===== src/rtl/fetch_prefetch_buf.sv =====
// fetch_prefetch_buf
//   Instruction prefetch stage in front of decode/execute. It issues word
//   fetches on a req/gnt/rvalid bus, keeps the PC of every granted request
//   in a small in-order queue, and buffers returned words with their PCs
//   in a FIFO that feeds the core over a valid/ready handshake. It supports
//   a PC redirect (flush) and a halt.
//
// Ports
//   clk, rst_i                     clock (rising edge), async active-low reset
//   halt                           stop issuing new requests (sampled between requests)
//   redirect_valid, redirect_pc    1-cycle flush + restart at redirect_pc (bits[1:0] ignored)
//   imem_req, imem_addr            fetch request and word-aligned address
//   imem_gnt                       request accepted when imem_req & imem_gnt
//   imem_rvalid, imem_rdata        in-order response, at least 1 cycle after gnt
//   out_valid, out_ready           handshake towards the core
//   out_pc, out_instr              presented PC and instruction word
//   dbg_state                      current fetch FSM state (IDLE=0, REQ=1, WAIT=2)
//
// Handshakes: a transfer happens on a rising edge where the sender's
//   valid (imem_req / out_valid) and the receiver's accept (imem_gnt /
//   out_ready) are both 1. An un-granted imem_req keeps its address stable
//   until granted, except that a redirect withdraws it.
//
// Optional build macro PREFETCH_BYPASS_EN: when the FIFO is empty and an
//   accepted response arrives, it is presented on out_* in the same cycle;
//   if out_ready is also 1 the word is consumed and never stored. Without
//   the macro every out_* signal comes from registers only.

module fetch_prefetch_buf #(
    parameter int              DEPTH    = 4,
    parameter int              AW       = 32,
    parameter logic [AW-1:0]   RESET_PC = '0
) (
    input  logic          clk,
    input  logic          rst_i,
    input  logic          halt,
    input  logic          redirect_valid,
    input  logic [AW-1:0] redirect_pc,
    output logic          imem_req,
    output logic [AW-1:0] imem_addr,
    input  logic          imem_gnt,
    input  logic          imem_rvalid,
    input  logic [31:0]   imem_rdata,
    output logic          out_valid,
    input  logic          out_ready,
    output logic [AW-1:0] out_pc,
    output logic [31:0]   out_instr,
    output logic [1:0]    dbg_state
);

    localparam int PW = $clog2(DEPTH);
    localparam int CW = PW + 1;
    localparam logic [CW:0] L_DEPTH = (CW + 1)'(DEPTH);

    typedef enum logic [1:0] {
        S_IDLE = 2'd0,
        S_REQ  = 2'd1,
        S_WAIT = 2'd2
    } state_t;

    state_t          r_state;
    state_t          w_state_nxt;
    logic [AW-1:0]   r_fetch_pc;
    logic [CW-1:0]   r_inflight;
    logic [CW-1:0]   r_discard;
    logic [CW-1:0]   r_count;
    logic [PW-1:0]   r_rd_ptr;
    logic [PW-1:0]   r_wr_ptr;
    logic [PW-1:0]   r_pcq_rd;
    logic [PW-1:0]   r_pcq_wr;
    logic [AW-1:0]   r_pcq        [DEPTH];
    logic [AW-1:0]   r_fifo_pc    [DEPTH];
    logic [31:0]     r_fifo_instr [DEPTH];

    logic            w_gnt_hs;
    logic            w_accept;
    logic            w_bypass;
    logic            w_bypass_take;
    logic            w_push;
    logic            w_pop;
    logic            w_credit;
    logic [CW-1:0]   w_inflight_nxt;
    logic [CW-1:0]   w_count_nxt;
    logic [CW:0]     w_sum_nxt;
    logic [AW-1:0]   w_rsp_pc;
    logic [AW-1:0]   w_redirect_pc;

    assign w_gnt_hs      = imem_req & imem_gnt;
    assign w_rsp_pc      = r_pcq[r_pcq_rd];
    assign w_redirect_pc = redirect_pc & ~AW'(3);
    // Responses owed to a flushed stream are dropped while r_discard > 0.
    assign w_accept      = imem_rvalid && (r_discard == '0);

`ifdef PREFETCH_BYPASS_EN
    // IDLE only occurs right after reset, when nothing can be in flight; the
    // state gate keeps a stale rvalid from showing through during reset.
    assign w_bypass      = w_accept && (r_count == '0) && !redirect_valid && (r_state != S_IDLE);
    assign w_bypass_take = w_bypass && out_ready;
`else
    assign w_bypass      = 1'b0;
    assign w_bypass_take = 1'b0;
`endif

    assign w_push         = w_accept && !w_bypass_take && !redirect_valid;
    assign w_pop          = (r_count != '0) && out_ready;
    assign w_count_nxt    = r_count + CW'(w_push) - CW'(w_pop);
    assign w_inflight_nxt = r_inflight + CW'(w_gnt_hs) - CW'(imem_rvalid);
    // Credit is judged on next-cycle occupancy so a pop or response this cycle
    // frees a slot immediately.
    assign w_sum_nxt      = {1'b0, w_inflight_nxt} + {1'b0, w_count_nxt};
    assign w_credit       = (w_sum_nxt < L_DEPTH);

    assign imem_addr = r_fetch_pc;
    assign dbg_state = r_state;

    // ---------------- fetch FSM ----------------
    always_comb begin
        w_state_nxt = r_state;
        imem_req    = 1'b0;
        case (r_state)
            S_IDLE: begin
                if (w_credit && !halt) w_state_nxt = S_REQ;
            end
            S_REQ: begin
                imem_req = 1'b1;
                // halt is only looked at once the current request is granted.
                if (imem_gnt) w_state_nxt = (w_credit && !halt) ? S_REQ : S_WAIT;
            end
            S_WAIT: begin
                if (w_credit && !halt) w_state_nxt = S_REQ;
            end
            default: w_state_nxt = S_IDLE;
        endcase
        if (redirect_valid) w_state_nxt = S_WAIT;
    end

    always_ff @(posedge clk or negedge rst_i) begin
        if (!rst_i) begin
            r_state    <= S_IDLE;
            r_fetch_pc <= RESET_PC;
            r_inflight <= '0;
            r_discard  <= '0;
            r_pcq_rd   <= '0;
            r_pcq_wr   <= '0;
            r_count    <= '0;
            r_rd_ptr   <= '0;
            r_wr_ptr   <= '0;
        end else begin
            r_state    <= w_state_nxt;
            r_inflight <= w_inflight_nxt;

            if (redirect_valid)  r_fetch_pc <= w_redirect_pc;
            else if (w_gnt_hs)   r_fetch_pc <= r_fetch_pc + AW'(4);

            // Every in-flight request at the redirect edge, including one
            // granted in that same cycle, belongs to the old stream.
            if (redirect_valid)                         r_discard <= w_inflight_nxt;
            else if (imem_rvalid && r_discard != '0)    r_discard <= r_discard - CW'(1);

            // The PC queue tracks every response, dropped or not.
            if (w_gnt_hs)    r_pcq_wr <= r_pcq_wr + PW'(1);
            if (imem_rvalid) r_pcq_rd <= r_pcq_rd + PW'(1);

            if (redirect_valid) begin
                r_count  <= '0;
                r_rd_ptr <= '0;
                r_wr_ptr <= '0;
            end else begin
                r_count <= w_count_nxt;
                if (w_push) r_wr_ptr <= r_wr_ptr + PW'(1);
                if (w_pop)  r_rd_ptr <= r_rd_ptr + PW'(1);
            end
        end
    end

    // Storage arrays need no reset; pointers and counts qualify them.
    always_ff @(posedge clk) begin
        if (w_gnt_hs) r_pcq[r_pcq_wr] <= imem_addr;
        if (w_push) begin
            r_fifo_pc[r_wr_ptr]    <= w_rsp_pc;
            r_fifo_instr[r_wr_ptr] <= imem_rdata;
        end
    end

    // ---------------- output ----------------
    always_comb begin
        out_valid = 1'b0;
        out_pc    = '0;
        out_instr = '0;
        if (r_count != '0) begin
            out_valid = 1'b1;
            out_pc    = r_fifo_pc[r_rd_ptr];
            out_instr = r_fifo_instr[r_rd_ptr];
        end
`ifdef PREFETCH_BYPASS_EN
        else if (w_bypass) begin
            out_valid = 1'b1;
            out_pc    = w_rsp_pc;
            out_instr = imem_rdata;
        end
`endif
    end

endmodule


===== config.mk =====
export PLATFORM = sky130hd
export DESIGN_NAME = fetch_prefetch_buf
export DESIGN_NICKNAME = d
export VERILOG_FILES = /design/src/rtl/fetch_prefetch_buf.sv
export SDC_FILE = /design/constraint.sdc
export NUM_CORES = 1
export LEC_CHECK = 0
export CORE_UTILIZATION = 25
export CTS_BUF_LIST = sky130_fd_sc_hd__clkbuf_8
export CTS_CLUSTER_DIAMETER = 200
export CTS_CLUSTER_SIZE = 28
export DETAILED_ROUTE_END_ITERATION = 12
export PLACE_DENSITY = 0.51
export SETUP_SLACK_MARGIN = 0.2
export SLEW_MARGIN = 5
export SYNTH_ARGS = -nofsm -noshare
export SYNTH_HDL_FRONTEND = slang
export SYNTH_SLANG_ARGS = --single-unit

===== constraint.sdc =====
create_clock -name clk -period 3 [get_ports clk]
set_input_delay 0.3 -clock clk [delete_from_list [all_inputs] [get_ports clk]]
set_output_delay 0.3 -clock clk [all_outputs]
set_load 0.02 [all_outputs]

==> results of run 1 <==
## flip-flops by register name, summed over array words and instances, names as in the netlist
name,count
dbg_state,2
r_fifo_instr,128
r_pcq_wr,2
r_rd_ptr,2
r_pcq,120
r_wr_ptr,2
r_inflight,3
imem_addr,30
r_discard,3
r_count,3
r_fifo_pc,120
r_pcq_rd,2
## Yosys cell counts (all sizes together)
cell / number / area [um2]
or4: 1 / 7.51
nand2: 42 / 158
nand4b: 1 / 8.76
a221oi: 1 / 8.76
or3: 1 / 6.26
nand4: 13 / 103
xor2: 26 / 228
mux2: 1 / 11.3
nand3: 18 / 100
o21ai: 34 / 170
nor2b: 7 / 43.8
buf: 22 / 115
nor2: 11 / 57.6
dfrtp: 49 / 1230
nand2b: 3 / 18.8
ha: 17 / 213
nand3b: 2 / 15.0
o21a: 1 / 7.51
and2: 67 / 419
a21o: 1 / 7.51
nor4: 3 / 33.8
nor3: 7 / 51.3
mux2i: 2 / 20.0
mux4: 92 / 2070
and3: 9 / 57.6
xnor2: 11 / 96.3
fa: 2 / 40.0
conb: 1 / 3.75
a21oi: 1 / 5.00
clkbuf: 20 / 75.1
a221o: 2 / 20.0
edfxtp: 368 / 11100
inv: 16 / 60.1
## where the power goes
part	internal, mW	leakage, nW	total (mW)	switching (mW)
Combinational	2.50	2.53	5.22	2.72
Clock	0.603	0.204	2.25	1.65
Sequential	6.86	3.92	7.12	0.268
## logic make-up after synthesis
logic type	count (synthesis)	share of synthesized area
adders and majority gates	19	0.0153
buffers and inverters	58	0.0152
DFF	417	0.744
muxes	95	0.127
other	1	0.000227
and+or+nand+nor	185	0.0654
xor gates and xnor gates	37	0.0196
AOI/OAI and AO/OA	40	0.0133
## layer usage
metal  global-route usage  vias to the layer above  part of all wire
li1                     -                     3729                 -
met1                0.150                     4393              0.45
met2                0.201                      156              0.50
met3               0.0166                       26             0.038
met4               0.0197                        0             0.012
met5                    0                        -                 0
## cell type report
| cell class | count | share of cell area |
|---|---|---|
| flip-flops and latches | 417 | 0.614 |
| multi-input cells | 380 | 0.203 |
| repair buffers | 234 | 0.111 |
| well taps | 855 | 0.0535 |
| clock buffers | 19 | 0.0131 |
| inverters | 16 | 0.00300 |
| clock inverters | 13 | 0.00250 |
## cell usage in the layout, fill, tap and decap left out, types with 5 or more instances in the layout
cell,count
and2_1,62
dfrtp_1,46
inv_1,26
clkbuf_8,19
nor2_1,9
mux4_2,92
dlygate4sd2_1,10
buf_2,18
and3_1,8
xnor2_1,10
clkbuf_2,28
nand3_1,16
buf_4,47
nand2_1,42
nor2b_1,7
o21ai_0,16
edfxtp_1,368
ha_1,15
o21ai_1,18
clkdlybuf4s50_1,100
and2_4,5
nand4_1,11
nor3_1,5
buf_12,12
xor2_1,26
## metrics by stage
step,TNS [ps],worst slack (ps),hold slack [ps],total power [mW],util
2_1_floorplan,0,166,4.41,10.2,-
3_3_place_gp,-46.1,-46.1,408,12.5,0.301
3_5_place_dp,-335,-220,410,12.5,0.301
4_1_cts,0,24.2,172,14.8,0.309
5_1_grt,0,14.4,189,15.4,0.309
6_report,0,179,228,14.6,0.309
## repair_timing
item | 4_1_cts | 5_1_grt
hold buffers | 1 | 0
setup endpoints to repair | 65 | 59
resized for setup | 130 | 66
pin swaps | 7 | 8
gates cloned | 1 | 4
buffers inserted | 13 | 10
endpoints found under the hold margin | 28 | 0
## worst reg2reg max path, cell delays in order, from the launching register on
cell      delay [ps]
dfrtp_1          410
or3_4            390
and2_4           170
ha_1             260
inv_1             40
ha_2             170
fa_2             350
xnor2_2          150
ha_1             310
nor4_2           150
nand2_1          130
a221oi_2         230
## worst paths after layout
kind | from | slack [ps] | cells past startpoint | end
worst min register to register | r_pcq_rd[1] | 490 | 1 | r_pcq_rd[1]
min in group asynchronous | rst_i | 270 | 2 | imem_addr[18]
worst min-delay path | redirect_pc[4] | 230 | 3 | imem_addr[4]
worst max-delay path | r_count[2] | 180 | 11 | dbg_state[0]
max in group asynchronous | rst_i | 2090 | 3 | r_inflight[1]
worst max register to register | r_count[2] | 180 | 11 | dbg_state[0]
==> results.yml, run 1 <==
setup_path:
  crit_family: "adder cells"
  cp_cell_sequence: "or3_4 > and2_4 > ha_1 > inv_1 > ha_2 > fa_2 > xnor2_2 > ha_1 > nor4_2 > nand2_1 > a221oi_2"
  crit_path_start_kind: "flop"
  slowest_stage: "dfrtp_1"
  cp.buffers_inverters: 1
  criticalPathCategory: "flop to flop"
  cp_data_required_time_ps: 3530
  end_kind: "flop"
  slowest_delay_ps: 410
  worst-path-max-fanout: 2
  crit_path_frequent_cell: "ha_1"
  arrival_ps: 3350
global_routing:
  grt_max_degree: 80
  grt-ovfl-total: 0
  grt_pass1_wl_um: 57200
  antenna_found_initial: 2
  grt_pass1_vias: 8857
  grt_usage: 0.114
floorplanning:
  core-area_um2: 64800
  ios: 171
  rows: 93
  die-height_um: 259
  dieArea_um2: 67100
  initial_core_util: 0.255
  die_w_um: 259
yosys:
  syn_area_um2: 16500
  syn-mean-instance-area_um2: 19.4
  yosysWarnings: 0
  seq_area_frac_synth: 0.744
  synth_cells: 852
  synth-seq-cells: 417
  synth_cell_type_count: 44
final_layout:
  multi_input_area_um2: 4050
  fillers: 6310
  diodes: 0
  seqCellArea_um2: 12300
  syn2layout_area_growth_pct: 21.1
  nets: 1157
  final_cells: 1934
  design_area_um2: 20000
  drive_gt1_frac: 0.240
clock_network:
  cts_root_buffer: "clkbuf_8"
  clockBufferDepth: 3
  insertion_delay_ps: 610
  cts_buffers: 18
  clk_pin_slew_worst_paths_ps: 170
  cts_num_sinks: 417
  h-tree-depth: 1
  cts_tree: "yes"
place:
  gp_congestion: 0.700
  portBuffers: 164
  place_area_um2: 19500
  place_inst: 1873
  detailedPlacementHpwl_um: 23500
sta:
  drv_slew: 0
  tightest_slew_ps: 758
  fin_skew_ps: 17.8
  grt_setup_unrepaired: "true"
  setup_violations: 0
  post-route-min-period_ps: 2820
  max-slew-margin-rel: 0.495
  min_period_over_period: 0.940
  finalHoldViolations: 0
  max_freq_mhz: 354
detailed_routing:
  final_antenna_net_count: 0
  drt_iter0_drc: 462
  wl_um: 38600
  firstDrtPassIters: 5
  vias: 8304
  drc: 0
  avgRoutedWirePerCell_um: 20.0
  viasPerCell: 4.29
run:
  cap_violations: 0
pwr:
  power_density_nw_per_um2: 730
  vdd_drop_max_v: 0.000448
  power.leakage_nw: 6.65
outcome:
  outcome: "finished clean"
hold_path:
  hp-class: "input pin to flop"
(Power assumes the default switching activity.)
==> inputs of run 2 (changes only) <==
--- a/config.mk
+++ b/config.mk
@@ -6,10 +6,10 @@
 export NUM_CORES = 1
 export LEC_CHECK = 0
-export CORE_UTILIZATION = 25
+export CORE_UTILIZATION = 53
 export CTS_BUF_LIST = sky130_fd_sc_hd__clkbuf_8
 export CTS_CLUSTER_DIAMETER = 200
 export CTS_CLUSTER_SIZE = 28
 export DETAILED_ROUTE_END_ITERATION = 12
-export PLACE_DENSITY = 0.51
+export PLACE_DENSITY = 0.86
 export SETUP_SLACK_MARGIN = 0.2
 export SLEW_MARGIN = 5
==> constraint.sdc (replaced) <==
create_clock -name clk -period 3 [get_ports clk]
set_input_delay 0.6 -clock clk [delete_from_list [all_inputs] [get_ports clk]]
set_output_delay 0.6 -clock clk [all_outputs]
set_load 0.02 [all_outputs]
==> results.yml, run 2 (same netlist as run 1, synthesis figures left out) <==
floorplanning:
  die_w_um: 178
  dieArea_um2: 31900
  initial_core_util: 0.540
  core-area_um2: 30600
  die-height_um: 178
  ios: 171
  rows: 64
clock_network:
  cts_tree: "yes"
  clockBufferDepth: 3
  cts_buffers: 18
  insertion_delay_ps: 560
  cts_root_buffer: "clkbuf_8"
  h-tree-depth: 1
  clk_pin_slew_worst_paths_ps: 160
  cts_num_sinks: 417
sta:
  min_period_over_period: 0.959
  drv_slew: 0
  setup_violations: 0
  fin_skew_ps: 16.7
  finalHoldViolations: 0
  finalSetupTns_ps: 0
  max_freq_mhz: 348
  max-slew-margin-rel: 0.528
  holdWs_ps: 536
  tightest_slew_ps: 709
  post-route-min-period_ps: 2880
  postLayoutSetupSlackWorst_ps: 123
  grt_setup_unrepaired: "true"
setup_path:
  cp_data_required_time_ps: 2400
  crit_path_start_kind: "flop"
  arrival_ps: 2280
  rr_worst_depth: 14
  worst-path-max-fanout: 6
  criticalPathCategory: "flop to primary output"
  end_kind: "primary output"
run:
  cap_violations: 0
global_routing:
  grt-ovfl-total: 0
  grt_pass1_vias: 8675
  antenna_found_initial: 0
  grt_max_degree: 80
  grt_usage: 0.205
  grt_pass1_wl_um: 48900
final_layout:
  multi_input_area_um2: 4170
  largest_reg_flops: 128
  design_area_um2: 20100
  drive_gt1_frac: 0.305
  layout_commonest_cell: "edfxtp_1"
  fillers: 2002
  nets: 1178
  diodes: 0
  syn2layout_area_growth_pct: 21.6
  top_regs: "r_fifo_instr: 128 flops, r_fifo_pc: 120 flops, r_pcq: 120 flops"
  final_cells: 1496
  fin_util: 0.656
  seqCellArea_um2: 12300
  top_register: "r_fifo_instr"
  final_cell_mix: "edfxtp_1 (368), clkdlybuf4s50_1 (99), mux4_2 (92)"
detailed_routing:
  drc: 0
  vias: 8583
  viasPerCell: 5.74
  avgRoutedWirePerCell_um: 22.1
  drt_iter0_drc: 701
  firstDrtPassIters: 5
  wl_um: 33100
  final_antenna_net_count: 0
place:
  gp_congestion: 0.819
  detailedPlacementHpwl_um: 19900
  place_inst: 1412
  dpl_worst_slack_ps: -387
  place_area_um2: 19000
  portBuffers: 164
hold_path:
  hp-class: "input pin to async pin"
pwr:
  fin_total_pwr_mw: 15.1
  power.leakage_nw: 6.93
  vdd_drop_max_v: 0.000564
  power_density_nw_per_um2: 750
outcome:
  outcome: "finished clean"
[run 2: cell types whose count changed in the layout (fill, tap and decap cells not counted), sizes merged]
cell | previous run | this run
bufbuf | 1 | 0
and2 | 67 | 68
clkdlybuf4s50 | 100 | 99
dlygate4sd2 | 10 | 1
clkdlybuf4s15 | 8 | 0
clkbuf | 50 | 24
buf | 83 | 148
[run 2: final timing paths]
| check | from | end | slack, ps |
|---|---|---|---|
| min reg2reg | r_pcq_wr[0] | r_pcq_wr[0] | 560 |
| max reg2reg | r_discard[1] | dbg_state[0] | 160 |
| max in group asynchronous | rst_i | imem_addr[13] | 1830 |
| min in group clk | r_pcq_wr[0] | r_pcq_wr[0] | 560 |
| max | r_rd_ptr[0] | out_pc[20] | 120 |
| min | rst_i | dbg_state[1] | 540 |
[run 2: repair_timing]
item	in CTS	in global routing
endpoints found under the setup margin	65	269
setup buffers	23	17
endpoints found under the hold margin	23	0
pin swaps	2	3
hold buffers	1	0
resized for setup	356	46
gates cloned	4	7
[run 2: per-layer routing]
metal	vias to the layer above	routed length, um	global-route usage
met2	353	16600	0.347
met4	0	561	0.0512
met3	41	2270	0.0277
li1	3781	-	-
met5	-	0	0
met1	4408	13700	0.283
[run 2: area by class of cell]
type,count,area share
Sequential cell,417,0.612
Inverter,16,0.00299
Clock inverter,13,0.00249
Multi-Input combinational cell,381,0.208
Timing Repair Buffer,254,0.137
Clock buffer,19,0.0130
Tap cell,396,0.0247
[run 2: worst max-delay path, stage by stage, from the launching register on]
cell and delay, ps:
dfrtp_4 570, buf_12 170, buf_12 120, buf_16 130
mux4_2 420, and2_4 170, buf_6 120
[run 2: power breakdown]
group / switching (mW) / internal [mW]
logic: 2.69 / 3.08
clock network: 1.53 / 0.604
registers: 0.299 / 6.85
total: 4.53 / 10.5
==> inputs of run 3 (changes only) <==
CELL_PAD_IN_SITES_DETAIL_PLACEMENT = 0   (was default)
CELL_PAD_IN_SITES_GLOBAL_PLACEMENT = 2   (was default)
CORE_UTILIZATION = 40   (was 53)
PLACE_DENSITY = 0.85   (was 0.86)
==> results.yml, run 3 (same netlist as run 1, synthesis figures left out) <==
outcome:
  outcome: "finished clean"
setup_path:
  slowest_stage: "dfrtp_4"
  crit_family: "buffers and inverters"
  arrival_ps: 2360
  cp_cell_sequence: "buf_12 > buf_12 > buf_16 > buf_6 > mux4_2 > and2_4 > buf_6"
  slowest_delay_ps: 520
  worst-path-max-fanout: 8
  criticalPathCategory: "flop to primary output"
  cp.buffers_inverters: 5
  end_kind: "primary output"
  crit_path_start_kind: "flop"
  cp_data_required_time_ps: 2400
place:
  gp_congestion: 0.725
  detailedPlacementHpwl_um: 21000
  portBuffers: 164
  place_inst: 1552
  place_area_um2: 19100
  dpl_worst_slack_ps: -385
detailed_routing:
  drt_iter0_drc: 488
  avgRoutedWirePerCell_um: 20.6
  firstDrtPassIters: 5
  viasPerCell: 5.08
  wl_um: 33700
  vias: 8301
  final_antenna_net_count: 0
  drc: 0
clock_network:
  cts_tree: "yes"
  insertion_delay_ps: 620
  cts_buffers: 18
  clk_pin_slew_worst_paths_ps: 160
  cts_num_sinks: 417
  clockBufferDepth: 3
  h-tree-depth: 1
  cts_root_buffer: "clkbuf_8"
final_layout:
  top_regs: "r_fifo_instr: 128 flops, r_fifo_pc: 120 flops, r_pcq: 120 flops"
  final_cell_mix: "edfxtp_1 (368), clkdlybuf4s50_1 (99), mux4_2 (92)"
  top_register: "r_fifo_instr"
  drive_gt1_frac: 0.322
  design_area_um2: 20300
  fillers: 3356
  largest_reg_flops: 128
  nets: 1180
  final_cells: 1634
  diodes: 0
  layout_commonest_cell: "edfxtp_1"
  syn2layout_area_growth_pct: 23.2
sta:
  finalHoldViolations: 0
  grt_setup_unrepaired: "true"
  fin_skew_ps: 44.9
  drv_slew: 0
  postLayoutSetupSlackWorst_ps: 39.8
  setup_violations: 0
  tightest_slew_ps: 753
  finalSetupTns_ps: 0
  min_period_over_period: 0.987
  max-slew-margin-rel: 0.498
  post-route-min-period_ps: 2960
  max_freq_mhz: 338
pwr:
  power.leakage_nw: 6.98
  swShare: 0.302
  power_frac_seq: 0.454
  p_switching_mw: 4.73
  clockPowerShare: 0.140
  power_density_nw_per_um2: 770
  p_comb_frac: 0.407
  vdd_drop_max_v: 0.000466
  fin_total_pwr_mw: 15.7
  internal_power_mw: 10.9
floorplanning:
  rows: 74
  ios: 171
  core-area_um2: 40700
  die_w_um: 205
  die-height_um: 205
  dieArea_um2: 42100
  initial_core_util: 0.405
hold_path:
  hp-class: "input pin to flop"
run:
  cap_violations: 0
global_routing:
  grt_pass1_vias: 8618
  grt-ovfl-total: 0
  antenna_found_initial: 0
  grt_usage: 0.161
  grt_max_degree: 80
  grt_pass1_wl_um: 50900
==> run 3: timing repair <==
item | CTS | global route
buffers inserted | 33 | 12
pin swaps | 9 | 6
gates resized for setup | 402 | 83
cloned | 3 | 1
hold buffers | 1 | 0
endpoints found under the hold margin | 3 | 0
setup endpoints to repair | 66 | 67
==> run 3: layout make-up <==
| class | instances | area (um2) | share of cell area |
|---|---|---|---|
| Clock buffer | 18 | 248 | 0.0122 |
| Tap cell | 532 | 666 | 0.0327 |
| Clock inverter | 14 | 58.8 | 0.00289 |
| Multi-Input combinational cell | 380 | 4200 | 0.207 |
| Timing Repair Buffer | 257 | 2810 | 0.138 |
| Inverter | 16 | 60.1 | 0.00295 |
| Sequential cell | 417 | 12300 | 0.604 |
==> run 3: worst paths after layout <==
kind / from / end / slack (ps) / cells past startpoint
max in group asynchronous: rst_i / imem_addr[21] / 1820 / 3
worst min register to register: r_pcq_wr[0] / r_pcq_wr[0] / 570 / 1
worst max register to register: r_count[0] / dbg_state[0] / 190 / 11
worst max-delay path: r_rd_ptr[0] / out_instr[7] / 40 / 7
worst min-delay path: redirect_pc[14] / imem_addr[14] / 520 / 3
min in group asynchronous: rst_i / imem_addr[5] / 530 / 2
==> run 3: power by group through the flow <==
| stage | combinational [mW] | clock, mW | sequential, mW |
|---|---|---|---|
| 3_3_place_gp | 5.01 | 0 | 7.27 |
| 4_1_cts | 6.05 | 2.28 | 7.11 |
| 5_1_grt | 6.82 | 2.46 | 7.15 |
| 6_report | 6.37 | 2.19 | 7.11 |
| 3_5_place_dp | 5.06 | 0 | 7.30 |
| 2_1_floorplan | 3.03 | 0 | 7.16 |
==> run 3: routing by layer <==
metal	wire length [um]	part of all wire	GRT usage	vias to the layer above
li1	-	-	-	3779
met1	15500	0.46	0.230	4319
met2	16500	0.49	0.269	178
met3	1430	0.042	0.0216	25
met4	296	0.0088	0.0243	0
met5	0	0	0	-
==> run 3: metrics by stage <==
| stage | hold WS (ps) | util |
|---|---|---|
| after global routing | 484 | 0.499 |
| after global placement | 532 | 0.470 |
| after detailed placement | 536 | 0.470 |
| after CTS | 478 | 0.493 |
| after floorplan | 304 | - |
| final | 518 | 0.499 |
==> run 3: tightest hold or removal path, stage by stage <==
cell and delay (ps):
clkdlybuf4s50_1 400, nand2_1 60, o21ai_1 50
